$ cat src/rtl/seg_mem_pkg.sv
// Shared types and defaults for the segmented memory read path.
// The select codes match the segment register file write selector.
package seg_mem_pkg;

    localparam int ADDR_W_DEF  = 20;
    localparam int TIMEOUT_DEF = 15;

    typedef enum logic [1:0] {
        ST_IDLE,
        ST_ADDR,
        ST_READ,
        ST_RESP
    } state_t;

    typedef enum logic [1:0] {
        SEG_CS = 2'b00,
        SEG_DS = 2'b01,
        SEG_SS = 2'b10,
        SEG_ES = 2'b11
    } seg_sel_t;

endpackage

$ cat src/rtl/phys_addr_calc.sv
// Real-mode style physical address: (segment * 16 + offset) mod 2^ADDR_W.
// Purely combinational so the fetch unit can reuse it unchanged.
module phys_addr_calc
    import seg_mem_pkg::*;
#(
    parameter int ADDR_W = ADDR_W_DEF
) (
    input  logic [7:0]        seg,
    input  logic [15:0]       offset,
    output logic [ADDR_W-1:0] addr
);

    // Wide enough to hold the 17-bit carry before reducing to ADDR_W.
    localparam int SUM_W = (ADDR_W > 17) ? ADDR_W : 17;

    logic [SUM_W-1:0] sum;

    assign sum  = SUM_W'({seg, 4'b0000}) + SUM_W'(offset);
    assign addr = sum[ADDR_W-1:0];

endmodule

$ cat src/rtl/seg_mem_reader.sv
// Turns (segment select, offset) read requests into byte cycles on an 8-bit bus.
// Word reads are little-endian, two byte cycles, with a per-byte wait timeout.
module seg_mem_reader
    import seg_mem_pkg::*;
#(
    parameter int ADDR_W  = ADDR_W_DEF,
    parameter int TIMEOUT = TIMEOUT_DEF
) (
    input  logic              clk,
    input  logic              rst,
    input  logic [7:0]        CS,
    input  logic [7:0]        DS,
    input  logic [7:0]        SS,
    input  logic [7:0]        ES,
    input  logic              req_valid,
    output logic              req_ready,
    input  logic [1:0]        req_seg_sel,
    input  logic [15:0]       req_offset,
    input  logic              req_word,
    output logic [ADDR_W-1:0] mem_addr,
    output logic              mem_rd,
    input  logic              mem_ready,
    input  logic [7:0]        mem_rdata,
    output logic              rsp_valid,
    input  logic              rsp_ready,
    output logic [15:0]       rsp_data,
    output logic              rsp_err
);

    localparam int CNT_W = $clog2(TIMEOUT + 1);

    state_t           state, state_next;
    logic [7:0]       seg_sel_val;
    logic [7:0]       seg_snap;
    logic [15:0]      off_cur;
    logic             word_q;
    logic             byte_idx;
    logic [CNT_W-1:0] wait_cnt;
    logic [CNT_W-1:0] wait_inc;

    always_comb begin
        seg_sel_val = CS;
        case (req_seg_sel)
            SEG_CS: seg_sel_val = CS;
            SEG_DS: seg_sel_val = DS;
            SEG_SS: seg_sel_val = SS;
            SEG_ES: seg_sel_val = ES;
            default: seg_sel_val = CS;
        endcase
    end

    assign wait_inc = wait_cnt + CNT_W'(1);

    // The snapshot only changes at accept and offset only between bytes,
    // so the address is stable through ADDR and READ without its own register.
    phys_addr_calc #(.ADDR_W(ADDR_W)) u_phys (
        .seg    (seg_snap),
        .offset (off_cur),
        .addr   (mem_addr)
    );

    // NOTE: sequential state uses non-blocking assignments so every flop
    // samples pre-edge values, including the segment inputs at accept.
    always_ff @(posedge clk or posedge rst) begin
        if (rst) state <= ST_IDLE;
        else     state <= state_next;
    end

    always_comb begin
        state_next = state;
        case (state)
            ST_IDLE: if (req_valid) state_next = ST_ADDR;
            ST_ADDR: state_next = ST_READ;
            ST_READ: begin
                if (mem_ready) begin
                    if (word_q && !byte_idx) state_next = ST_ADDR;
                    else                     state_next = ST_RESP;
                end else if (wait_inc == CNT_W'(TIMEOUT)) begin
                    state_next = ST_RESP;
                end
            end
            ST_RESP: if (rsp_ready) state_next = ST_IDLE;
            default: state_next = ST_IDLE;
        endcase
    end

    always_comb begin
        req_ready = (state == ST_IDLE);
        mem_rd    = (state == ST_READ);
        rsp_valid = (state == ST_RESP);
    end

    always_ff @(posedge clk or posedge rst) begin
        if (rst) begin
            seg_snap <= '0;
            off_cur  <= '0;
            word_q   <= 1'b0;
            byte_idx <= 1'b0;
            wait_cnt <= '0;
            rsp_data <= '0;
            rsp_err  <= 1'b0;
        end else begin
            case (state)
                ST_IDLE: begin
                    if (req_valid) begin
                        seg_snap <= seg_sel_val;
                        off_cur  <= req_offset;
                        word_q   <= req_word;
                        byte_idx <= 1'b0;
                        rsp_data <= '0;
                        rsp_err  <= 1'b0;
                    end
                end
                ST_ADDR: wait_cnt <= '0;
                ST_READ: begin
                    if (mem_ready) begin
                        if (byte_idx) rsp_data[15:8] <= mem_rdata;
                        else          rsp_data[7:0]  <= mem_rdata;
                        if (word_q && !byte_idx) begin
                            // 16-bit wrap keeps the second byte inside the segment.
                            off_cur  <= off_cur + 16'd1;
                            byte_idx <= 1'b1;
                        end
                    end else begin
                        wait_cnt <= wait_inc;
                        if (wait_inc == CNT_W'(TIMEOUT)) rsp_err <= 1'b1;
                    end
                end
                default: ;
            endcase
        end
    end

endmodule

$ cat config.mk
export PLATFORM = sky130hd
export DESIGN_NAME = seg_mem_reader
export DESIGN_NICKNAME = d
export VERILOG_FILES = /design/src/rtl/seg_mem_pkg.sv /design/src/rtl/phys_addr_calc.sv /design/src/rtl/seg_mem_reader.sv
export SDC_FILE = /design/constraint.sdc
export NUM_CORES = 1
export LEC_CHECK = 0
export ABC_CLOCK_PERIOD_IN_PS = 2900
export CAP_MARGIN = 20
export CORE_MARGIN = 3
export CORE_UTILIZATION = 46
export CTS_CLUSTER_DIAMETER = 200
export DETAILED_ROUTE_END_ITERATION = 8
export GPL_ROUTABILITY_DRIVEN = 1
export PLACE_DENSITY = 0.78
export SKIP_LAST_GASP = 1
export SYNTH_ARGS = -nofsm -noshare
export SYNTH_HDL_FRONTEND = slang
export SYNTH_SLANG_ARGS = --single-unit
$ cat constraint.sdc
create_clock -name clk -period 2.9 [get_ports clk]
set_input_delay 0.58 -clock clk [delete_from_list [all_inputs] [get_ports clk]]
set_output_delay 0.58 -clock clk [all_outputs]
set_load 0.03 [all_outputs]
==> qor.txt <==
Status = completed
Worst Setup Start Kind = flop
Fill cell count = 540
Vias in the first global route = 2914
Synth top area share = 0.391
# port buffers = 100
Inserted Diodes = 0
Design area = 0.00428 mm^2
Reg clk slew, reported paths = 90 ps
Clock latency on the worst-skew pair = 310 ps
CTS Hold Buffers Added = 0
Peak Freq = 352 MHz
Reg-to-reg setup timing slack = 830 ps
Hold depth = 2
Die W = 88.5 um
Worst path bufs/invs = 1
Core box area = 0.00646 mm^2
Largest net degree at the start of global routing = 33
Hold path startpoint = rsp_data[10]
Die footprint = 0.00784 mm^2
First-pass DRT Iterations = 7
Initial antenna violation count = 0
Dpl hpwl = 6.25 mm
Minimum clock period = 2840 ps
Proportion of layout cells with a drive suffix above 1 = 0.118
Most common cell in the synthesized netlist = nand2_1
DRC viols = 0
Flops & latches, synth = 49
Ys Warns = 0
Grt ovf = 0
Area grow syn2layout = 36.4%
Total CTS buffers = 5
Slowest stage delay, CP = 440 ps
Routed WL = 8.29 mm
Site Rows = 29
CTS max path bufs = 2
Seq/Total Area, Yosys = 0.391
Setup ws final = 58.4 ps
Root buf cell = clkbuf_8
Critical Path AT = 2260 ps
Mapped Area = 0.00313 mm^2
Synth Instances = 353
Slew Limit Headroom = 0.544
Avg Vias per Cell = 5.86
Placed cell area = 0.00418 mm^2
Leakage dissipation = 1.79 nW
Critical path fanouts, max = 5
Final core occ = 0.662
Final Hold Fails = 0
Crit path required time = 2320 ps
H-tree Lvls = 2
Async S/R FF share, synth = 1.00
Power Internal = 0.00249 W
First-pass GRT wire length = 13.4 mm
Top cells by area, synth = dfrtp_1 39%, nand2_1 8.5%, o21ai_0 5.9%, mux4_2 5.7%, ha_1 4.4%
Worst Hold End = rsp_data[10]
Nets = 524
Synth Flop Type = dfrtp_1
Top cells by count, synth = 71 x nand2_1, 49 x dfrtp_1, 37 x o21ai_0
Setup Slack @ Placement = 30.6 ps
Combinational share of power = 0.662
Clock power frac = 0.081
Worst slew pin tran = 681 ps
Yosys cell types = 57
Max_cap viols = 0
Worst setup path class = flop to output port
All-Layer GR Usage = 0.215
Critical path cell sequence = ha_2 -> o211ai_1 -> nor3_1 -> o311ai_2 -> xnor2_1 -> buf_4
Mean Syn Cell Area = 8.88 um^2
Pwr Density = 1200 mW/mm^2
Period Utilization, post-route = 0.980
DR WL/cell = 15.8 um
Cell taking the most area after synthesis = dfrtp_1
TritonCTS Sinks = 49
Hold WC Path Type = flop to flop
Count of final setup violators = 0
Net Sw Frac = 0.515
Critical R2R Capture = rsp_data[13]
Drt first-iter violations = 193
Sequential share of power = 0.257
CTS tree = done
Post-synth EDFFs = 0
Maximum vdd drop = 700 uV
Initial Util = 0.485
Post-route ant nets = 0
Slowest library cell on the worst path = dfrtp_1
Clock Skew = 2.77 ps
Largest delay share family, worst path = flip-flops
Vias = 3080
Crit end category = output port
Gp weighted congestion = 0.864
Slew Limit Fails = 0
Net switching power = 0.00265 W
Worst r2r src = state[0]
R2r worst-path depth = 4
Ports = 104
RSZ-0062 raised after global routing = yes
Die Span Y = 88.5 um
==> layout make-up <==
cell class,count,area [um^2],area share
sequential,49,1230,0.287
multi-input combinational,272,1770,0.414
clock inverter,3,21.3,0.00498
inverter,7,26.3,0.00615
clock buffer,5,68.8,0.0161
timing repair buffer,113,1070,0.250
tap,77,96.3,0.0225
==> cells in the final DEF (no fill, tap or decap), types with 3 or more instances in the layout <==
cell type and instances:
a2bb2oi_1 3, o22ai_1 5, mux4_2 8, clkbuf_8 5, clkdlybuf4s50_1 88, nand2b_1 6, clkbuf_2 3, nor4_1 4
a22o_1 3, buf_4 19, xnor2_1 7, a21oi_1 23, xor2_1 3, nand2_1 71, conb_1 3, o21ai_0 37
o211ai_1 5, nor3_1 5, a31oi_1 5, nand4_1 5, ha_1 10, a21o_1 4, nand3_1 6, inv_1 6
and2_1 5, nor2_1 15, dfrtp_1 49
==> routing by layer <==
| layer | GRT usage | share of wire | routed length [um] | vias to the layer above |
|---|---|---|---|---|
| li1 | - | - | - | 1463 |
| met1 | 0.286 | 0.41 | 3400 | 1444 |
| met5 | 0 | 0 | 0 | - |
| met3 | 0.0456 | 0.088 | 728 | 17 |
| met2 | 0.355 | 0.48 | 4020 | 156 |
| met4 | 0.0618 | 0.017 | 142 | 0 |
==> cells by family after synthesis <==
family | Yosys count | share of synthesized area
AND/OR/NAND/NOR | 134 | 0.210
other | 1 | 0.00120
flip-flops | 49 | 0.391
adder cells (fa/ha/maj) | 12 | 0.0503
multiplexers | 9 | 0.0607
XOR/XNOR | 10 | 0.0279
AO/OA/AOI/OAI | 104 | 0.206
buffers and inverters | 34 | 0.0527
==> worst max path at each step <==
stage | startpoint | to | slack, ps | cells past startpoint
2_1_floorplan | off_cur[4] | mem_addr[10] | 350 | 5
3_3_place_gp | seg_snap[0] | mem_addr[16] | 60 | 7
3_5_place_dp | seg_snap[0] | mem_addr[16] | 30 | 7
4_1_cts | seg_snap[0] | mem_addr[16] | -70 | 7
5_1_grt | off_cur[6] | mem_addr[15] | -70 | 6
6_report | off_cur[6] | mem_addr[15] | 60 | 6
==> worst min-delay path, delay by kind of cell (launching register included) <==
family,cells,cell delay [ps]
simple gates,1,50
compound gates,1,60
flops,1,350
==> power groups by stage <==
stage               clock network, W  registers (W)  logic [W]
finish                      0.000414        0.00132    0.00340
global route                0.000462        0.00137    0.00369
CTS                         0.000428        0.00131    0.00338
detailed placement                 0        0.00132    0.00343
global placement                   0        0.00131    0.00338
floorplan                          0        0.00140    0.00216
==> flip-flops by register name, indices dropped and copies added, names as in the netlist <==
name and cells:
state 2, rsp_data 16, seg_snap 8, wait_cnt 4, byte_idx 1, off_cur 16, rsp_err 1, word_q 1
==> repair_timing <==
action,CTS,global route
setup buffers,0,0
endpoints found under the setup margin,6,7
pin swaps,0,2
gates resized for setup,6,11
==> per-stage QoR <==
stage / total power, W / setup TNS (ps) / instances / hold WS, ps
2_1_floorplan: 0.00356 / 0 / 355 / 452
3_3_place_gp: 0.00468 / 0 / 518 / 463
3_5_place_dp: 0.00475 / 0 / 518 / 471
4_1_cts: 0.00512 / -73.5 / 526 / 496
5_1_grt: 0.00552 / -146 / 526 / 523
6_report: 0.00514 / 0 / 526 / 492
Note: power is estimated with default switching activity, not from simulation.
